`src/rtl/mem_arbiter_if.sv`:
```
// Bus bundle for mem_arbiter: fetch port, data port, shared memory port and status.
// The slave modport is the arbiter's view; master is the pipeline/memory side.
interface mem_arbiter_if #(
  parameter int AW = 32,
  parameter int DW = 32,
  parameter int CW = 16
);
  logic          IReq;
  logic [AW-1:0] IAddr;
  logic          IAck;
  logic [DW-1:0] IRdData;
  logic          DReq;
  logic          DWe;
  logic [AW-1:0] DAddr;
  logic [DW-1:0] DWrData;
  logic          DAck;
  logic [DW-1:0] DRdData;
  logic          IStall;
  logic          DStall;
  logic          MemEn;
  logic          MemWe;
  logic [AW-1:0] MemAddr;
  logic [DW-1:0] MemWrData;
  logic [DW-1:0] MemRdData;
  logic [CW-1:0] ConflictCnt;

  modport slave (
    input  IReq, IAddr, DReq, DWe, DAddr, DWrData, MemRdData,
    output IAck, IRdData, DAck, DRdData, IStall, DStall,
           MemEn, MemWe, MemAddr, MemWrData, ConflictCnt
  );

  modport master (
    output IReq, IAddr, DReq, DWe, DAddr, DWrData, MemRdData,
    input  IAck, IRdData, DAck, DRdData, IStall, DStall,
           MemEn, MemWe, MemAddr, MemWrData, ConflictCnt
  );
endinterface

```
`src/rtl/mem_arbiter.sv`:
```
// Shares one single-port synchronous memory between the fetch (I) and data (D) ports,
// turning level requests into fixed-latency acked accesses with D priority and alternation.
//
// state  | meaning
// IDLE   | no access in flight; grant D first, else I
// ACCESS | memory enabled with the latched owner's address/data
// RESP   | owner's Ack high; grant the other port if it is requesting
module mem_arbiter #(
  parameter int AW = 32,
  parameter int DW = 32,
  parameter int CW = 16
) (
  input logic          Clk,
  input logic          Rst,
  mem_arbiter_if.slave bus
);
  typedef enum logic [1:0] {IDLE, ACCESS, RESP} state_t;

  state_t        state;
  logic          ownerD;
  logic          latWe;
  logic          iAckQ;
  logic          dAckQ;
  logic          memEnQ;
  logic          memWeQ;
  logic [AW-1:0] memAddrQ;
  logic [DW-1:0] memWrDataQ;
  logic [DW-1:0] iRdHold;
  logic [DW-1:0] dRdHold;
  logic [CW-1:0] conflictQ;
  logic          grantD;
  logic          grantI;
  logic          iStall;
  logic          dStall;

  assign iStall = bus.IReq & ~iAckQ;
  assign dStall = bus.DReq & ~dAckQ;

  // In RESP only the non-owner may be granted.
  always_comb begin
    grantD = 1'b0;
    grantI = 1'b0;
    case (state)
      IDLE: begin
        grantD = bus.DReq;
        grantI = bus.IReq & ~bus.DReq;
      end
      RESP: begin
        grantD = ~ownerD & bus.DReq;
        grantI = ownerD & bus.IReq;
      end
      default: ;
    endcase
  end

  always_ff @(posedge Clk) begin
    if (!Rst) begin
      state      <= IDLE;
      ownerD     <= 1'b0;
      latWe      <= 1'b0;
      iAckQ      <= 1'b0;
      dAckQ      <= 1'b0;
      memEnQ     <= 1'b0;
      memWeQ     <= 1'b0;
      memAddrQ   <= '0;
      memWrDataQ <= '0;
      iRdHold    <= '0;
      dRdHold    <= '0;
      conflictQ  <= '0;
    end else begin
      iAckQ  <= 1'b0;
      dAckQ  <= 1'b0;
      memEnQ <= 1'b0;
      memWeQ <= 1'b0;

      if (iStall && dStall && !(&conflictQ))
        conflictQ <= conflictQ + CW'(1);

      case (state)
        ACCESS: begin
          state <= RESP;
          if (ownerD) dAckQ <= 1'b1;
          else        iAckQ <= 1'b1;
        end
        RESP: begin
          if (!latWe) begin
            if (ownerD) dRdHold <= bus.MemRdData;
            else        iRdHold <= bus.MemRdData;
          end
        end
        default: ;
      endcase

      if (state != ACCESS) begin
        if (grantD || grantI) begin
          state    <= ACCESS;
          ownerD   <= grantD;
          latWe    <= grantD & bus.DWe;
          memEnQ   <= 1'b1;
          memWeQ   <= grantD & bus.DWe;
          memAddrQ <= grantD ? bus.DAddr : bus.IAddr;
          if (grantD) memWrDataQ <= bus.DWrData;
        end else begin
          state <= IDLE;
        end
      end
    end
  end

  // The memory output is itself a register; presenting it during the ack cycle keeps
  // RdData coincident with Ack, and the hold register keeps it afterwards.
  assign bus.IRdData     = (iAckQ && !latWe) ? bus.MemRdData : iRdHold;
  assign bus.DRdData     = (dAckQ && !latWe) ? bus.MemRdData : dRdHold;
  assign bus.IAck        = iAckQ;
  assign bus.DAck        = dAckQ;
  assign bus.IStall      = iStall;
  assign bus.DStall      = dStall;
  assign bus.MemEn       = memEnQ;
  assign bus.MemWe       = memWeQ;
  assign bus.MemAddr     = memAddrQ;
  assign bus.MemWrData   = memWrDataQ;
  assign bus.ConflictCnt = conflictQ;
endmodule

```
`src/flat_wrapper.sv`:
```
// flat-port wrapper written by rule: the top's interface ports become plain ports
module mem_arbiter_flat 
#(
  parameter int AW = 32,
  parameter int DW = 32,
  parameter int CW = 16
)
  (Clk, Rst, bus_IReq, bus_IAddr, bus_DReq, bus_DWe, bus_DAddr, bus_DWrData, bus_MemRdData, bus_IAck, bus_IRdData, bus_DAck, bus_DRdData, bus_IStall, bus_DStall, bus_MemEn, bus_MemWe, bus_MemAddr, bus_MemWrData, bus_ConflictCnt);
  mem_arbiter_if #(.AW(AW), .DW(DW), .CW(CW)) bus_i ();
  input logic Clk;
  input logic Rst;
  input wire logic [$bits(bus_i.IReq)-1:0] bus_IReq;
  input wire logic [$bits(bus_i.IAddr)-1:0] bus_IAddr;
  input wire logic [$bits(bus_i.DReq)-1:0] bus_DReq;
  input wire logic [$bits(bus_i.DWe)-1:0] bus_DWe;
  input wire logic [$bits(bus_i.DAddr)-1:0] bus_DAddr;
  input wire logic [$bits(bus_i.DWrData)-1:0] bus_DWrData;
  input wire logic [$bits(bus_i.MemRdData)-1:0] bus_MemRdData;
  output wire logic [$bits(bus_i.IAck)-1:0] bus_IAck;
  output wire logic [$bits(bus_i.IRdData)-1:0] bus_IRdData;
  output wire logic [$bits(bus_i.DAck)-1:0] bus_DAck;
  output wire logic [$bits(bus_i.DRdData)-1:0] bus_DRdData;
  output wire logic [$bits(bus_i.IStall)-1:0] bus_IStall;
  output wire logic [$bits(bus_i.DStall)-1:0] bus_DStall;
  output wire logic [$bits(bus_i.MemEn)-1:0] bus_MemEn;
  output wire logic [$bits(bus_i.MemWe)-1:0] bus_MemWe;
  output wire logic [$bits(bus_i.MemAddr)-1:0] bus_MemAddr;
  output wire logic [$bits(bus_i.MemWrData)-1:0] bus_MemWrData;
  output wire logic [$bits(bus_i.ConflictCnt)-1:0] bus_ConflictCnt;
  assign bus_i.IReq = bus_IReq;
  assign bus_i.IAddr = bus_IAddr;
  assign bus_i.DReq = bus_DReq;
  assign bus_i.DWe = bus_DWe;
  assign bus_i.DAddr = bus_DAddr;
  assign bus_i.DWrData = bus_DWrData;
  assign bus_i.MemRdData = bus_MemRdData;
  assign bus_IAck = bus_i.IAck;
  assign bus_IRdData = bus_i.IRdData;
  assign bus_DAck = bus_i.DAck;
  assign bus_DRdData = bus_i.DRdData;
  assign bus_IStall = bus_i.IStall;
  assign bus_DStall = bus_i.DStall;
  assign bus_MemEn = bus_i.MemEn;
  assign bus_MemWe = bus_i.MemWe;
  assign bus_MemAddr = bus_i.MemAddr;
  assign bus_MemWrData = bus_i.MemWrData;
  assign bus_ConflictCnt = bus_i.ConflictCnt;
  mem_arbiter #(.AW(AW), .DW(DW), .CW(CW)) u_core (.Clk(Clk), .Rst(Rst), .bus(bus_i));
endmodule
```
`config.mk`:
```
export PLATFORM = sky130hd
export DESIGN_NAME = mem_arbiter_flat
export DESIGN_NICKNAME = d
export VERILOG_FILES = /design/src/rtl/mem_arbiter_if.sv /design/src/rtl/mem_arbiter.sv /design/src/flat_wrapper.sv
export SDC_FILE = /design/constraint.sdc
export NUM_CORES = 1
export LEC_CHECK = 0
export CELL_PAD_IN_SITES_DETAIL_PLACEMENT = 0
export CELL_PAD_IN_SITES_GLOBAL_PLACEMENT = 1
export CORE_MARGIN = 1.5
export CORE_UTILIZATION = 27
export CTS_CLUSTER_DIAMETER = 30
export DETAILED_ROUTE_END_ITERATION = 16
export PLACE_DENSITY_LB_ADDON = 0.1
export SLEW_MARGIN = 25
export SYNTH_ARGS = -nofsm -noshare
export SYNTH_HDL_FRONTEND = slang
export SYNTH_SLANG_ARGS = --single-unit
```
`constraint.sdc`:
```
create_clock -name Clk -period 2.6 [get_ports Clk]
set_input_delay 0.52 -clock Clk [delete_from_list [all_inputs] [get_ports Clk]]
set_output_delay 0.52 -clock Clk [all_outputs]
set_load 0.005 [all_outputs]
```
==> qor.yml <==
area_growth_pct: 62.57
power.density_nw_per_um2: 581.8
grt_usage: 0.1834
die_h_um: 158.8
hold_ws_ps: 451.9
start_util: 0.2775
place_inst: 1360
async_flop_share: 0
ys_seq_area_frac: 0.4644
io_pins: 283
dieArea_um2: 25210
final_nets: 1206
die_x_um: 158.8
antenna_found_initial: 1
cts-root-buf: "clkbuf_16"
fin_worst_skew_ps: 15.12
period_minus_slack_ps: 2546
numCtsBuffers: 17
ys_seq_elements: 152
status: "completed"
grt_busiest_layer: "met2"
htreeDepth: 4
wirelength_um: 23430
worstSetupEndpointType: "primary output"
syn_nets: 939
vias: 6557
drt_iter0_drc: 290
grtUsageMet1: 0.2212
gr-total-overflow: 0
yosysMostFrequentCell: "nand2_1"
n_fill_cell: 2413
num_rows: 56
path_cells: "nor2b_4 -> buf_4 -> buf_6 -> buf_16 -> buf_6 -> mux2_2 -> dlygate4sd2_1"
path_max_fanout: 8
fin_cells: 1405
hpwl_um: 14900
cap_violations: 0
crit_required_ps: 2080
cp_common_cell: "buf_6"
grt_pass1_wl_um: 36460
core_um2: 23610
drive_above_1_share: 0.1290
drtAntennaViolNets: 0
grt_pass1_vias: 6370
yosys-top-cells-count: "nand2_1 (269), dfxtp_1 (152), a21oi_1 (140)"
synth.avg_cell_area_um2: 8.140
drc_errors: 0
clk_pin_slew_worst_paths_ps: 70
final_max_slew_viol_count: 0
leakagePower_uw: 0.004145
place.gp.congestion: 0.7501
met3_usage: 0.07132
rsz0062_at_grt: "true"
synth_edf_count: 0
synth_top_area_cell: "dfxtp_1"
ctsHoldBuffers: 0
worst_path_largest_cell_delay_ps: 360
grt_util_met2: 0.2925
setup_viol: 0
worstSetupPathType: "flip-flop to primary output"
firstDrtPassIters: 4
max_freq_mhz: 392.7
netlist-cell-type-count: 35
period_share: 0.9793
cts_tree: "done"
crit_family: "buffers and inverters"
ys.flop_type: "dfxtp_1"
final_util: 0.4511
grt_max_degree: 66
yosys_warnings: 0
port_buffers: 282
critPathArrivalTime_ps: 2030
vias_per_cell: 4.667
synthCells: 805
relSlewSlack: 0.7250
startpoint_type: "flip-flop"
wl_per_cell_um: 16.68
clk_latency_ps: 430
min_path_type: "flip-flop to flip-flop"
clk_path_buf_depth: 2
worst_slew_pin_slew_ps: 407.0
crit_buf_inv: 5
synthTopCellsByArea: "dfxtp_1 (46%), nand2_1 (15%), mux2_2 (11%)"
netlist.area_leader.share: 0.4644
clkSinkCount: 152
cp_slowest_cell: "dfxtp_4"
syn_area_um2: 6553
hold_viol: 0
ir_worst_vdd_mv: 0.3709
[worst paths after layout]
| kind | start | end | slack, ps | cells past startpoint |
|---|---|---|---|---|
| worst min-delay path | u_core.iRdHold[12] | u_core.iRdHold[12] | 450 | 2 |
| worst min register to register | u_core.iRdHold[12] | u_core.iRdHold[12] | 450 | 2 |
| worst max register to register | u_core.bus.DAck | u_core.bus.ConflictCnt[10] | 550 | 6 |
| worst max-delay path | u_core.latWe | bus_DRdData[8] | 50 | 7 |
[cells by family after synthesis]
group / Yosys count / synth area share
flops: 152 / 0.4644
fa+ha+maj: 1 / 0.001909
mux: 69 / 0.1176
buf+inv: 71 / 0.04086
simple gates: 325 / 0.2104
compound gates: 187 / 0.1648
[where the power goes]
| group | leakage (µW) | switching (µW) | internal [µW] |
|---|---|---|---|
| clock | 0.000295 | 1040 | 1630 |
| sequential | 0.00124 | 66.9 | 2450 |
| combinational | 0.00261 | 431 | 585 |
[stage by stage]
stage	instance area, µm²	worst slack (ps)	setup TNS [ps]	total power, µW
6_report	10650	53.81	0	6198
5_1_grt	10650	-14.19	-46.58	6479
4_1_cts	10540	-74.89	-434.9	6299
3_5_place_dp	9807	2.006	0	3574
3_3_place_gp	9807	29.71	0	3579
2_1_floorplan	6553	643.7	0	2930
[routing by layer]
metal | part of all wire | routed length (µm)
met5 | 0 | 0
met1 | 0.43 | 10140
met4 | 0.024 | 554
met3 | 0.087 | 2033
met2 | 0.46 | 10710
[layout by cell type, fill, tap and decap left out, types with 4 or more instances in the layout]
cell type / count
dfxtp_1: 150
mux2i_1: 5
nand2b_1: 6
clkdlybuf4s50_1: 251
or3_1: 5
a21oi_1: 140
nand4_1: 5
a311oi_1: 32
nor2_1: 5
nor4_1: 4
o21ai_0: 5
buf_12: 7
or4_1: 8
nand2_1: 269
bufinv_16: 4
nand3_1: 5
buf_4: 20
clkbuf_16: 19
o31ai_1: 7
dlygate4sd2_1: 18
mux2_2: 64
dlymetal6s2s_1: 13
[worst register-to-register path, delay by kind of cell, from the launching register on]
kind                   cells  cell delay, ps
and+or+nand+nor            3            1160
DFF                        1             340
buffers and inverters      2             330
AOI/OAI and AO/OA          1             140
[registers in the layout, summed over array words and instances (netlist names), 2 cells and up]
signal,count
u_core.bus.MemWrData,32
u_core.bus.MemAddr,32
u_core.state,2
u_core.dRdHold,32
u_core.iRdHold,32
u_core.bus.ConflictCnt,16
[layout make-up]
cell class              count  area (µm²)  share of cell area
diodes                      1       2.502           0.0002349
clock buffers              20       436.7             0.04099
clock inverters            12       191.4             0.01797
inverters                   3       13.76            0.001292
multi-input cells         582        3281              0.3080
flip-flops and latches    152        3050              0.2864
well taps                 319       399.1             0.03747
repair buffers            316        3278              0.3077
[what timing repair did]
action                                  in CTS  in global routing
gates cloned                                 3                  2
buffers inserted                             3                  4
endpoints found under the hold margin        0                  0
endpoints found under the setup margin      64                 24
resized for setup                           28                 13
Power figures use the tool's default switching activity.
